<file path="config.mk">
export PLATFORM = sky130hd
export DESIGN_NAME = nv_ram_rws_param
export DESIGN_NICKNAME = d
export VERILOG_FILES = /design/src/rtl/nv_ram_pkg.sv /design/src/rtl/nv_ram_rws_param_core.sv /design/src/rtl/nv_ram_rws_param.sv
export SDC_FILE = /design/constraint.sdc
export NUM_CORES = 1
export LEC_CHECK = 0
export BUFFER_PORTS_ARGS = -buffer_cell sky130_fd_sc_hd__buf_4
export CORE_ASPECT_RATIO = 0.7
export CORE_MARGIN = 4
export CORE_UTILIZATION = 61
export DETAILED_ROUTE_END_ITERATION = 8
export PLACE_DENSITY = 0.82
export REMOVE_ABC_BUFFERS = 1
export SYNTH_ARGS = -nofsm -noshare
export SYNTH_HDL_FRONTEND = slang
export SYNTH_SLANG_ARGS = --single-unit
export TNS_END_PERCENT = 50
</file>
<file path="constraint.sdc">
create_clock -name clk -period 3.2 [get_ports clk]
set_input_delay 0.96 -clock clk [delete_from_list [all_inputs] [get_ports clk]]
set_output_delay 0.96 -clock clk [all_outputs]
set_load 0.01 [all_outputs]
</file>
<file path="src/rtl/nv_ram_pkg.sv">
// Shared types and helpers for the parametrised 1R1W RAM.
// Holds the init-sweep state encoding, the address-range check and the power-bus width.
package nv_ram_pkg;

    localparam int PWRBUS_W = 32;

    typedef enum logic {
        ST_INIT  = 1'b0,
        ST_READY = 1'b1
    } state_t;

    function automatic logic in_range(input logic [31:0] addr, input int unsigned depth);
        return addr < depth;
    endfunction

endpackage

</file>
<file path="src/rtl/nv_ram_rws_param_core.sv">
// Behavioural storage array: one synchronous write port, one unregistered read port.
// Kept free of reset and muxing so tools infer block or distributed RAM cleanly.
module nv_ram_rws_param_core
    import nv_ram_pkg::*;
#(
    parameter int WIDTH = 16,
    parameter int DEPTH = 32,
    parameter int AW    = 5
) (
    input  logic             clk,
    input  logic             i_we,
    input  logic [AW-1:0]    i_wa,
    input  logic [WIDTH-1:0] i_di,
    input  logic [AW-1:0]    i_ra,
    output logic [WIDTH-1:0] o_rq
);

    logic [WIDTH-1:0] r_mem [DEPTH];

    always_ff @(posedge clk) begin
        if (i_we) begin
            r_mem[i_wa] <= i_di;
        end
    end

    // Guard keeps out-of-range lookups well defined; the parent zeroes them anyway.
    assign o_rq = in_range(32'(i_ra), DEPTH) ? r_mem[i_ra] : '0;

endmodule

</file>
<file path="src/rtl/nv_ram_rws_param.sv">
// Parametrised 1R1W RAM: read latency 1 (+1 with OUT_REG), same-cycle write bypass,
// per-read valid strobe, optional zero sweep after reset; no backpressure.
module nv_ram_rws_param
    import nv_ram_pkg::*;
#(
    parameter int WIDTH     = 16,
    parameter int DEPTH     = 32,
    parameter int AW        = 5,
    parameter int OUT_REG   = 0,
    parameter int BYPASS    = 1,
    parameter int INIT_ZERO = 1
) (
    input  logic                clk,
    input  logic                rst,
    input  logic [AW-1:0]       ra,
    input  logic                re,
    input  logic [AW-1:0]       wa,
    input  logic                we,
    input  logic [WIDTH-1:0]    di,
    output logic [WIDTH-1:0]    dout,
    output logic                dout_vld,
    output logic                init_done,
    input  logic [PWRBUS_W-1:0] pwrbus_ram_pd
);

    state_t           r_state;
    logic [AW-1:0]    r_init_cnt;
    logic             r_init_done;
    logic             r_vld1;
    logic [WIDTH-1:0] r_dat1;

    logic             w_init_we;
    logic             w_usr_we;
    logic             w_mem_we;
    logic [AW-1:0]    w_mem_wa;
    logic [WIDTH-1:0] w_mem_di;
    logic [WIDTH-1:0] w_mem_q;
    logic             w_ra_ok;
    logic             w_byp;
    logic             w_rd_acc;
    logic [WIDTH-1:0] w_rd_dat;
    logic             w_unused_pwr;

    assign w_unused_pwr = ^pwrbus_ram_pd;

    // init_done doubles as the traffic gate so INIT_ZERO=0 also waits one edge after reset.
    assign w_init_we = (r_state == ST_INIT) && !rst;
    assign w_usr_we  = r_init_done && we && in_range(32'(wa), DEPTH);
    assign w_mem_we  = w_init_we || w_usr_we;
    assign w_mem_wa  = w_init_we ? r_init_cnt : wa;
    assign w_mem_di  = w_init_we ? '0 : di;

    nv_ram_rws_param_core #(
        .WIDTH (WIDTH),
        .DEPTH (DEPTH),
        .AW    (AW)
    ) u_core (
        .clk  (clk),
        .i_we (w_mem_we),
        .i_wa (w_mem_wa),
        .i_di (w_mem_di),
        .i_ra (ra),
        .o_rq (w_mem_q)
    );

    always_ff @(posedge clk or posedge rst) begin
        if (rst) begin
            r_state     <= (INIT_ZERO != 0) ? ST_INIT : ST_READY;
            r_init_cnt  <= '0;
            r_init_done <= 1'b0;
        end else begin
            case (r_state)
                ST_INIT: begin
                    if (r_init_cnt == AW'(DEPTH - 1)) begin
                        r_state     <= ST_READY;
                        r_init_done <= 1'b1;
                    end else begin
                        r_init_cnt <= r_init_cnt + 1'b1;
                    end
                end
                ST_READY: r_init_done <= 1'b1;
                default:  r_state     <= ST_READY;
            endcase
        end
    end

    assign w_ra_ok  = in_range(32'(ra), DEPTH);
    assign w_byp    = (BYPASS != 0) && we && (wa == ra);
    assign w_rd_acc = r_init_done && re;
    assign w_rd_dat = !w_ra_ok ? '0 : (w_byp ? di : w_mem_q);

    // Data is captured, not the address, so later writes never disturb a completed read.
    always_ff @(posedge clk or posedge rst) begin
        if (rst) begin
            r_vld1 <= 1'b0;
            r_dat1 <= '0;
        end else begin
            r_vld1 <= w_rd_acc;
            if (w_rd_acc) begin
                r_dat1 <= w_rd_dat;
            end
        end
    end

    generate
        if (OUT_REG != 0) begin : g_out_reg
            logic             r_vld2;
            logic [WIDTH-1:0] r_dat2;

            always_ff @(posedge clk or posedge rst) begin
                if (rst) begin
                    r_vld2 <= 1'b0;
                    r_dat2 <= '0;
                end else begin
                    r_vld2 <= r_vld1;
                    if (r_vld1) begin
                        r_dat2 <= r_dat1;
                    end
                end
            end

            assign dout     = r_dat2;
            assign dout_vld = r_vld2;
        end else begin : g_no_out_reg
            assign dout     = r_dat1;
            assign dout_vld = r_vld1;
        end
    endgenerate

    assign init_done = r_init_done;

endmodule

</file>
==> run metrics <==
run status=finished, final reports clean; first-pass GRT wire length=about 73000 um; clock sinks=536; WL per Instance=roughly 31 um; Maximum Capacitance Violations=0; Initial Util=between 60% and 70%; worst min path class=input pin to asynchronous set/reset pin; H-tree lvl count=2; pre-CTS WS=roughly 120 ps; CP startpoint kind=input pin; die area=approximately 37000 um^2; Post CTS Setup Buffer Count=0; Worst Path Required=3640 ps; Seq/Total Area, Yosys=roughly three quarters; Resize count post-CTS=0; DIE HEIGHT=~160 um; LEAKAGE=slightly below 8 nW; RSZ-0062 raised after global routing=false; gr ovfl total=0; HPWL after DPL=just under 30000 um; Avg Cell Area, Syn=about 21 um^2; Tcrit/Tclk final=between 70% and 80%; fin nets=approximately 1.2k; Cells after Synth=990; Residual DRC=0; share of flip-flops with an asynchronous set or reset=~4.5%; core footprint=approximately 34000 um^2; commonest cells after routing, fill and taps aside=edfxtp_1, mux4_2, buf_4; Slew Limit Fails=0; setup TNS=0 ps; Synth Cell Area=20920 um^2; root buf cell=clkbuf_16; PnR worst setup slack=between 600 and 700 ps; Initial DRC Count=approximately 1.6k; post-route ant nets=0; die width=~230 um; WS Path Type=input pin to flop; CTS tree=built; initial antenna violation count=0; worst ir drop on vdd=between 500 and 600 uV; CP endpoint kind=flop; CP Max Fanout=23; Post-synth EDFFs=approximately 510; vias per cell=around 6.9; drt first pass iters=6; worst clock skew=13.56 ps; vias in the first global route=between 10k and 15k; Layout area overhead=15.51%; clk_lat worst skew=560 ps; TritonCTS Buffers=48; layout cell share with drive strength beyond 1=~28%; power per cell area=~590 nW/um^2; #FFs+latches synth=~540; max_slew headroom=7.571%; Yosys cell types=38; Tot GR Track Use=a little over a quarter; Hold Vio Cnt, Final=0; Detailed Route WL=between 40000 and 50000 um; min cycle time layout=between 2000 and 3000 ps; Reg clk slew, reported paths=70 ps; Yosys warning total=0; most common cell after layout, fill and taps aside=edfxtp_1; fmax=between 300 and 400 MHz; IO buf count=47; n_diodes=0; Worst Tran Pin Value=1386 ps; crit path DAT=between 2000 and 3000 ps; I/O pin cnt=80; pin count of the biggest net entering global routing=33; Hold Buf Count CTS=0; Final GP Congestion=0.8762; Non-Filler Instances=around 1.6k; final setup violating endpoints=0; via count=approximately 11k; cell total after placement=1500; CTS Buffer Depth=3; Top FF cell, synth=edfxtp_1; row count=56
==> report_power, final <==
part           switching [mW]  total [mW]  internal [mW]
registers              0.0319        7.80           7.76
clock network            2.41        5.62           3.21
logic                   0.513       0.884          0.370
total                    2.96        14.3           11.3
==> critical path, cell delays in order <==
cell and delay [ps]:
buf_6 190, buf_12 250, mux4_2 550, mux2_2 290, a21oi_1 290, a211oi_1 130, a221o_1 300
==> registers in the layout (all words and copies together), names as in the netlist <==
| signal | count |
|---|---|
| dout | 16 |
| dout_vld | 1 |
| init_done | 1 |
| r_init_cnt | 5 |
| r_state | 1 |
| u_core.r_mem | 512 |
==> Yosys cell counts, types with 2 or more instances <==
cell type  instances  area (um^2)
a211oi_1          26        195.2
a21oi_1           15        75.07
a221o_1           21        210.2
a221oi_1          10        87.58
a22o_1            10        87.58
and2_1            17        106.4
buf_2             21        105.1
buf_4             11        82.58
buf_6              3        33.78
clkbuf_1          15        56.30
dfrtp_1           24        600.6
edfxtp_1         512        15370
ha_1               2        25.02
inv_1              5        18.77
mux2_2            25        281.5
mux2i_1           54        540.5
mux4_2           109         2455
nand2_1           16        60.06
nand2b_1           2        12.51
nand3_1            3        15.01
nand3b_1           3        22.52
nor2_1            39        146.4
nor2b_1            3        18.77
o21ai_0           14        70.07
o221ai_1          10        87.58
or3_1              2        12.51
xnor2_1            3        26.28
xor2_1             5        43.79
==> final cells by class <==
class                   count  area (um^2)
clock inverters            24        239.0
multi-input cells         397         4637
well taps                 435        544.3
inverters                   6        22.52
repair buffers            126         1466
fillers                  1869         9473
flip-flops and latches    536        15980
clock buffers              62         1275
==> through the flow <==
stage | cell area (um^2) | power [mW] | utilization [%] | hold slack (ps)
after floorplan | 20630 | 8.337 | - | 474.1
after global placement | 22640 | 8.777 | 67.33 | 492.0
after detailed placement | 22640 | 8.807 | 67.33 | 504.7
after CTS | 24160 | 14.36 | 71.83 | 313.3
after global routing | 24160 | 14.75 | 71.83 | 339.0
final | 24160 | 14.30 | 71.83 | 336.6
==> cells by family (layout without fill, tap and decap cells) <==
| kind of cell | count (synthesis) | count (layout) | share of synthesized area, % |
|---|---|---|---|
| AO/OA/AOI/OAI | 109 | 109 | 3.996 |
| adder cells (fa/ha/maj) | 2 | 2 | 0.1196 |
| AND/OR/NAND/NOR | 90 | 90 | 2.046 |
| flip-flops | 536 | 536 | 76.38 |
| buffers and inverters | 57 | 218 | 1.454 |
| XOR/XNOR | 8 | 8 | 0.3350 |
| multiplexers | 188 | 188 | 15.67 |
==> final timing paths <==
path                                         from                              to  slack (ps)  cells past startpoint
worst max-delay path                        ra[0]            dout[14]$_DFFE_PP0P_         650                      7
worst min-delay path                          rst       r_init_cnt[1]$_DFFE_PP0P_         340                      2
worst max register to register  r_state$_DFF_PP0_  u_core.r_mem[13][13]$_DFFE_PP_         810                      6
worst min register to register  r_state$_DFF_PP0_           init_done$_DFFE_PP0N_         530                      1
max in group asynchronous                     rst              dout_vld$_DFF_PP0_        2280                      3
min in group clk                r_state$_DFF_PP0_           init_done$_DFFE_PP0N_         530                      1
==> metal layers <==
layer  part of all wire (%)  routed length, um  global-route usage, %  vias up
met3                     12               5955                  7.238      114
met5                      0                  0                      0        -
li1                       -                  -                      -     4399
met4                    3.3               1619                  8.485        0
met1                     38              18900                  39.65     5598
met2                     46              22800                  41.17      793
Power figures use the tool's default switching activity.
